**src/rtl/adder_pipe_if.sv**
```systemverilog
// Operand/result handshake bundle for adder_pipe.
// master drives operands and out_ready; slave is the adder.
interface adder_pipe_if #(
  parameter int WIDTH = 8,
  parameter int DEPTH = 4
);
  localparam int LW = $clog2(DEPTH) + 1;

  logic             in_valid;
  logic             in_ready;
  logic [WIDTH-1:0] a;
  logic [WIDTH-1:0] b;
  logic             out_valid;
  logic             out_ready;
  logic [WIDTH:0]   y;
  logic [LW-1:0]    level;
  logic [15:0]      done_cnt;

  modport master (
    output in_valid, a, b, out_ready,
    input  in_ready, out_valid, y, level, done_cnt
  );

  modport slave (
    input  in_valid, a, b, out_ready,
    output in_ready, out_valid, y, level, done_cnt
  );
endinterface

```
**src/rtl/adder_pipe.sv**
```systemverilog
// Handshaked adder: one register stage feeding a result FIFO.
// Define ADDER_PIPE_ASSERT_EN to compile in the embedded assertions.
module adder_pipe #(
  parameter int WIDTH = 8,
  parameter int DEPTH = 4
) (
  input logic         clk,
  input logic         rst,
  adder_pipe_if.slave bus
);
  localparam int AW = $clog2(DEPTH);
  localparam int LW = AW + 1;

  logic [WIDTH:0]  mem [DEPTH];
  logic [AW-1:0]   wr_ptr;
  logic [AW-1:0]   rd_ptr;
  logic [LW-1:0]   level;
  logic            s1_valid;
  logic [WIDTH:0]  s1_sum;
  logic [15:0]     done_cnt;
  logic [LW:0]     occ;
  logic            in_ready;
  logic            out_valid;
  logic            accept;
  logic            pop;

  // occupancy counts the in-flight stage-1 result as already reserved
  assign occ       = {1'b0, level} + {{LW{1'b0}}, s1_valid};
  assign in_ready  = !rst && (occ < (LW+1)'(DEPTH));
  assign out_valid = (level != '0);
  assign accept    = bus.in_valid && in_ready;
  assign pop       = out_valid && bus.out_ready;

  assign bus.in_ready  = in_ready;
  assign bus.out_valid = out_valid;
  assign bus.y         = out_valid ? mem[rd_ptr] : '0;
  assign bus.level     = level;
  assign bus.done_cnt  = done_cnt;

  always_ff @(posedge clk or posedge rst) begin
    if (rst) begin
      s1_valid <= 1'b0;
      s1_sum   <= '0;
      wr_ptr   <= '0;
      rd_ptr   <= '0;
      level    <= '0;
      done_cnt <= '0;
    end else begin
      s1_valid <= accept;
      if (accept)
        s1_sum <= {1'b0, bus.a} + {1'b0, bus.b};
      if (s1_valid)
        wr_ptr <= wr_ptr + AW'(1);
      if (pop) begin
        rd_ptr   <= rd_ptr + AW'(1);
        done_cnt <= done_cnt + 16'd1;
      end
      unique case ({s1_valid, pop})
        2'b10:   level <= level + LW'(1);
        2'b01:   level <= level - LW'(1);
        default: level <= level;
      endcase
    end
  end

  always_ff @(posedge clk) begin
    if (s1_valid)
      mem[wr_ptr] <= s1_sum;
  end

`ifdef ADDER_PIPE_ASSERT_EN
  a_y_known: assert property (
    @(posedge clk) disable iff (rst)
    out_valid |-> !$isunknown(bus.y))
    else $error("%0t y unknown: %h", $time, bus.y);

  a_stall: assert property (
    @(posedge clk) disable iff (rst)
    out_valid && !bus.out_ready |=> out_valid && $stable(bus.y))
    else $error("%0t stall unstable: ov=%b y=%h",
                $time, out_valid, bus.y);

  a_no_ovf: assert property (
    @(posedge clk) disable iff (rst)
    !(s1_valid && level == LW'(DEPTH)))
    else $error("%0t push when full: level=%0d", $time, level);

  a_level: assert property (
    @(posedge clk) disable iff (rst)
    level <= LW'(DEPTH))
    else $error("%0t level too high: %0d", $time, level);
`endif
endmodule

```
**src/flat_wrapper.sv**
```systemverilog
// flat-port wrapper written by rule: the top's interface ports become plain ports
module adder_pipe_flat 
#(
  parameter int WIDTH = 8,
  parameter int DEPTH = 4
)
  (clk, rst, bus_in_valid, bus_a, bus_b, bus_out_ready, bus_in_ready, bus_out_valid, bus_y, bus_level, bus_done_cnt);
  adder_pipe_if #(.WIDTH(WIDTH), .DEPTH(DEPTH)) bus_i ();
  input logic clk;
  input logic rst;
  input wire logic [$bits(bus_i.in_valid)-1:0] bus_in_valid;
  input wire logic [$bits(bus_i.a)-1:0] bus_a;
  input wire logic [$bits(bus_i.b)-1:0] bus_b;
  input wire logic [$bits(bus_i.out_ready)-1:0] bus_out_ready;
  output wire logic [$bits(bus_i.in_ready)-1:0] bus_in_ready;
  output wire logic [$bits(bus_i.out_valid)-1:0] bus_out_valid;
  output wire logic [$bits(bus_i.y)-1:0] bus_y;
  output wire logic [$bits(bus_i.level)-1:0] bus_level;
  output wire logic [$bits(bus_i.done_cnt)-1:0] bus_done_cnt;
  assign bus_i.in_valid = bus_in_valid;
  assign bus_i.a = bus_a;
  assign bus_i.b = bus_b;
  assign bus_i.out_ready = bus_out_ready;
  assign bus_in_ready = bus_i.in_ready;
  assign bus_out_valid = bus_i.out_valid;
  assign bus_y = bus_i.y;
  assign bus_level = bus_i.level;
  assign bus_done_cnt = bus_i.done_cnt;
  adder_pipe #(.WIDTH(WIDTH), .DEPTH(DEPTH)) u_core (.clk(clk), .rst(rst), .bus(bus_i));
endmodule
```
**config.mk**
```make
export PLATFORM = sky130hd
export DESIGN_NAME = adder_pipe_flat
export DESIGN_NICKNAME = d
export VERILOG_FILES = /design/src/rtl/adder_pipe_if.sv /design/src/rtl/adder_pipe.sv /design/src/flat_wrapper.sv
export SDC_FILE = /design/constraint.sdc
export NUM_CORES = 1
export LEC_CHECK = 0
export ABC_AREA = 1
export CAP_MARGIN = 40
export CORE_MARGIN = 2
export CORE_UTILIZATION = 47
export CTS_CLUSTER_DIAMETER = 60
export DETAILED_ROUTE_END_ITERATION = 16
export GPL_TIMING_DRIVEN = 0
export PLACE_DENSITY = 0.7
export SYNTH_ARGS = -nofsm -noshare
export SYNTH_HDL_FRONTEND = slang
export SYNTH_SLANG_ARGS = --single-unit
```
**constraint.sdc**
```tcl
create_clock -name clk -period 5.7 [get_ports clk]
set_input_delay 0.57 -clock clk [delete_from_list [all_inputs] [get_ports clk]]
set_output_delay 0.57 -clock clk [all_outputs]
set_load 0.1 [all_outputs]
```
## Word level (Yosys, flattened, before mapping)

Memory sizes are Yosys's and may differ from the RTL's.
Index checks and enable logic that the tools add are counted.
W data, S select, Z words.

| cells by class | value |
|---|---|
| equal/unequal tests | 2 |
| magnitude comparators | 1 |
| multiplexer cells | 4 |
| add/subtract/negate cells | 7 |
| reductions and logical operators | 6 |

Operators by type and width:

| cell | count |
|---|---|
| $add A16 B1 Y16 const B | 1 |
| $add A8 B8 Y9 | 1 |
| $mux W9 | 1 |
| $pmux W3 S2 | 1 |
| $add A2 B1 Y2 const B | 2 |
| $add A3 B1 Y4 | 1 |
| $lt A4 B3 Y1 const B | 1 |
| $add A3 B1 Y3 const B | 1 |
| $logic_and A1 B1 Y1 | 3 |
| $reduce_bool A3 Y1 | 1 |
| $sub A3 B1 Y3 const B | 1 |
| $eq A2 B1 Y1 const B | 1 |
| $eq A2 B2 Y1 const B | 1 |
| $mux W1 | 2 |
| $reduce_bool A2 Y1 | 1 |
| $logic_not A1 Y1 | 1 |

| storage, ports and cells | value |
|---|---|
| memories kept | 1 |
| output and inout port bits | 30 |
| bits in writable memories | 36 |
| register bits after elaboration | 33 |

Memory list:

| memory | words | bits a word | read ports | clocked after memory_dff | write ports | RTL line | source |
|---|---|---|---|---|---|---|---|
| u_core.mem | 4 | 9 | 1 | 0 | 1 | adder_pipe.sv:14 | `logic [WIDTH:0] mem [DEPTH];` |

## Longest topological paths before layout

| logic depth | value |
|---|---|
| depth after elaboration | 4 |
| gate-level depth with buffers | 11 |
| gate-level depth less buffers | 11 |

## Least setup slack after synthesis

OpenSTA, ideal clock, no wires.

| path | value |
|---|---|
| path type | flip-flop to output port |
| start | reg u_core.level[1] (netlist: u_core.bus.level[1]) |
| end | out bus_y[0] |
| data arrival time | 3.512 ns |
| path slack | 1.618 ns |
| stages on the path, launching flop included | 5 |
| cells stage by stage | dfrtp_1 -> inv_1 -> nand3_2 -> clkinv_1 -> a21oi_1 |

| on the way | value |
|---|---|
| word-level cells in the longest chain between the ends | 2 |

Ends and longest elaborated chain:

| item | RTL line | source |
|---|---|---|
| start, declared | adder_pipe.sv:17 | `logic [LW-1:0] level;` |
| start signal, assigned | adder_pipe.sv:59 | `2'b10: level <= level + LW'(1);` |
| start signal, assigned | adder_pipe.sv:60 | `2'b01: level <= level - LW'(1);` |
| start signal, assigned | adder_pipe.sv:61 | `default: level <= level;` |
| $reduce_bool A3 Y1 | adder_pipe.sv:30 | `assign out_valid = (level != '0);` |
| named net bus_out_valid | flat_wrapper.sv:16 | `output wire logic [$bits(bus_i.out_valid)-1:0] bus_out_valid;` |
| $mux W9 | adder_pipe.sv:36 | `assign bus.y = out_valid ? mem[rd_ptr] : '0;` |
| end, declared | flat_wrapper.sv:17 | `output wire logic [$bits(bus_i.y)-1:0] bus_y;` |

The timed path passes the listed nets, and every way through them passes these cells.

## Worst setup path in the final report

| path | value |
|---|---|
| start | in rst |
| end | out bus_in_ready |

| on the way | value |
|---|---|
| word-level cells in the longest chain between the ends | 2 |

Ends and longest elaborated chain:

| item | RTL line | source |
|---|---|---|
| start, declared | flat_wrapper.sv:10 | `input logic rst;` |
| $logic_not A1 Y1 | adder_pipe.sv:29 | `assign in_ready = !rst && (occ < (LW+1)'(DEPTH));` |
| $logic_and A1 B1 Y1 | adder_pipe.sv:29 |  |
| end, declared | flat_wrapper.sv:15 | `output wire logic [$bits(bus_i.in_ready)-1:0] bus_in_ready;` |

Every way passes these cells.

==> metrics <==
Post-Syn Area per Cell 9.21 µm²; Port Buffers 49; Final setup viols 0; initial antenna violation count 0; Post-DP HPWL 5200 µm; post-route clock skew roughly 7.4 ps; WP data required 5130 ps; RePlAce Congestion 0.825; Boundary Pins 50; register share of total power 0.270; Final Cell Area 0.00478 mm²; crit path kind in -> out; Non-Filler Instances 572; # resized after CTS 0; Fin Setup TNS 0 ps; setup slack after layout around 2700 ps; TritonRoute pass-1 iters 4; worst hold path type reg -> reg; Final Slew Violations 0; Core Area a little over 0.007 mm²; post-synthesis cell count between 300 and 400; post-synthesis sequential area ratio 0.549; total wire length 6990 µm; total track usage 0.190; htree depth 3; CP arrival 2450 ps; CTS Sinks 69; via count 2700; Clock power frac 0.148; Fmax 331 MHz; Power Dens Cells 602 mW/mm²; Yosys reg bits 69; Internal 1.50 mW; Worst-Margin Slew 646 ps; Worst IR Drop VDD 0.547 mV; CTS Root Cell clkbuf_8; Wirelength per Cell 12.2 µm; Comb pwr share 0.582; DRC Markers 0; Routed Antenna Nets 0; Max-slew headroom 0.569; commonest non-fill, non-tap cell in the layout nand2_1; hold buffer count at CTS 0; Die H 89.9 µm; vias per inst about 4.7; vias in the first global route 2705; die area 0.00809 mm²; Mapped Area 0.00347 mm²; Post-synth EDFFs 36; synth warn 0; CTS buffer count 9; most frequent cells in the layout 84 x nand2_1, 59 x nor2_1, 49 x clkdlybuf4s50_1, 40 x inv_1, 36 x edfxtp_1; Pleak 2.13 nW; Initial Util 0.481; Synth Flop Type edfxtp_1; Sw Ratio 0.477; Power Total ~2.9 mW; ratio of cells with drive above 1 in the final layout 0.150; TritonCTS clock tree yes; Iter 0 DRT Violations 143; outcome finished clean; Post-Syn Nets 413; pin count of the biggest net entering global routing 22; final hold violations 0; crit path max fanout 14; CP endpoint kind output port; final worst-path cycle share 0.530; Synth cell types 27; row count 31; first-pass GRT wire length 12300 µm; Max Root-Sink Buffers 2; ys async rst share 0.478; Antenna Cells 0; Nets 504; Post-Place Setup Slack 2630 ps; startpoint types primary input; Die X-Extent roughly 90 µm; grt total ovfl 0; crit path time final 3020 ps; Area Overhead vs Synth 37.7%; Reg clk slew, reported paths 70 ps; Post CTS Setup Buffer Count 0; RSZ-0062 raised after global routing no; placed inst area 0.00456 mm²; Skew-Pair Late Insertion Delay roughly 330 ps; total of max-cap violations 0; Net Sw Power between 1 and 1.5 mW; placed insts 556
power groups by stage:
| stage | logic (mW) | registers [mW] | clock network (mW) |
|---|---|---|---|
| 2_1_floorplan | 0.813 | 1.01 | 0 |
| 3_3_place_gp | 1.35 | 0.776 | 0 |
| 3_5_place_dp | 1.68 | 0.784 | 0 |
| 4_1_cts | 1.69 | 0.775 | 0.433 |
| 5_1_grt | 1.77 | 0.791 | 0.454 |
| 6_report | 1.68 | 0.775 | 0.425 |
worst max-delay path, cell delays in order:
cell             delay [ps]
clkdlybuf4s50_1         410
inv_1                   480
nand3_1                 180
inv_1                    80
clkdlybuf4s50_1         510
buf_8                   210
routing by layer:
metal,routed length [µm],GRT usage,part of all wire
met1,3280,0.254,0.47
met2,3380,0.311,0.48
met3,211,0.0302,0.030
met4,116,0.0808,0.017
met5,0,0,0
kinds of logic (layout without fill, tap and decap cells):
group | after synthesis | after routing | synth area share
adder cells (fa/ha/maj) | 16 | 16 | 0.0620
AND/OR/NAND/NOR | 183 | 183 | 0.230
XOR/XNOR | 12 | 12 | 0.0303
flip-flops | 69 | 69 | 0.549
AO/OA/AOI/OAI | 44 | 44 | 0.0634
buffers and inverters | 53 | 149 | 0.0649
flip-flops by register name, summed over array words and instances (netlist names):
name and cells:
u_core.bus.done_cnt 16, u_core.bus.level 3, u_core.mem 36, u_core.rd_ptr 2
u_core.s1_sum 9, u_core.s1_valid 1, u_core.wr_ptr 2
synthesized netlist by cell type (8+ instances only):
library cell,n,share of area
nand2_1,84,0.091
nor2_1,59,0.064
inv_1,40,0.043
edfxtp_1,36,0.31
dfrtp_1,33,0.24
o21ai_0,21,0.030
nand3_1,16,0.023
a21oi_1,15,0.022
ha_1,14,0.050
xor2_1,9,0.023
o21ai_1,8,0.012
path summary, 6_finish.rpt:
path	start	end	slack, ps	depth (start not counted)
worst max-delay path	rst	bus_in_ready	2680	6
worst min-delay path	u_core.s1_sum[3]	u_core.mem[2][3]	520	0
worst max register to register	u_core.bus.level[1]	u_core.bus.level[2]	3550	11
worst min register to register	u_core.s1_sum[3]	u_core.mem[2][3]	520	0
max in group asynchronous	rst	u_core.s1_sum[5]	4530	3
min in group asynchronous	rst	u_core.bus.done_cnt[13]	640	2
through the flow:
| step | util | hold slack (ps) |
|---|---|---|
| final | 0.662 | 523 |
| after CTS | 0.662 | 522 |
| after floorplan | - | 469 |
| after detailed placement | 0.633 | 503 |
| after global placement | 0.566 | 497 |
| after global routing | 0.662 | 544 |
final cells by class:
class / count / area [µm²]
clock inverters: 5 / 73.8
flip-flops and latches: 69 / 1910
inverters: 46 / 173
well taps: 99 / 124
fillers: 561 / 2440
clock buffers: 11 / 141
multi-input cells: 255 / 1340
repair buffers: 80 / 968
plain buffers: 7 / 52.6
No activity file was read; power rests on OpenSTA's default activity.
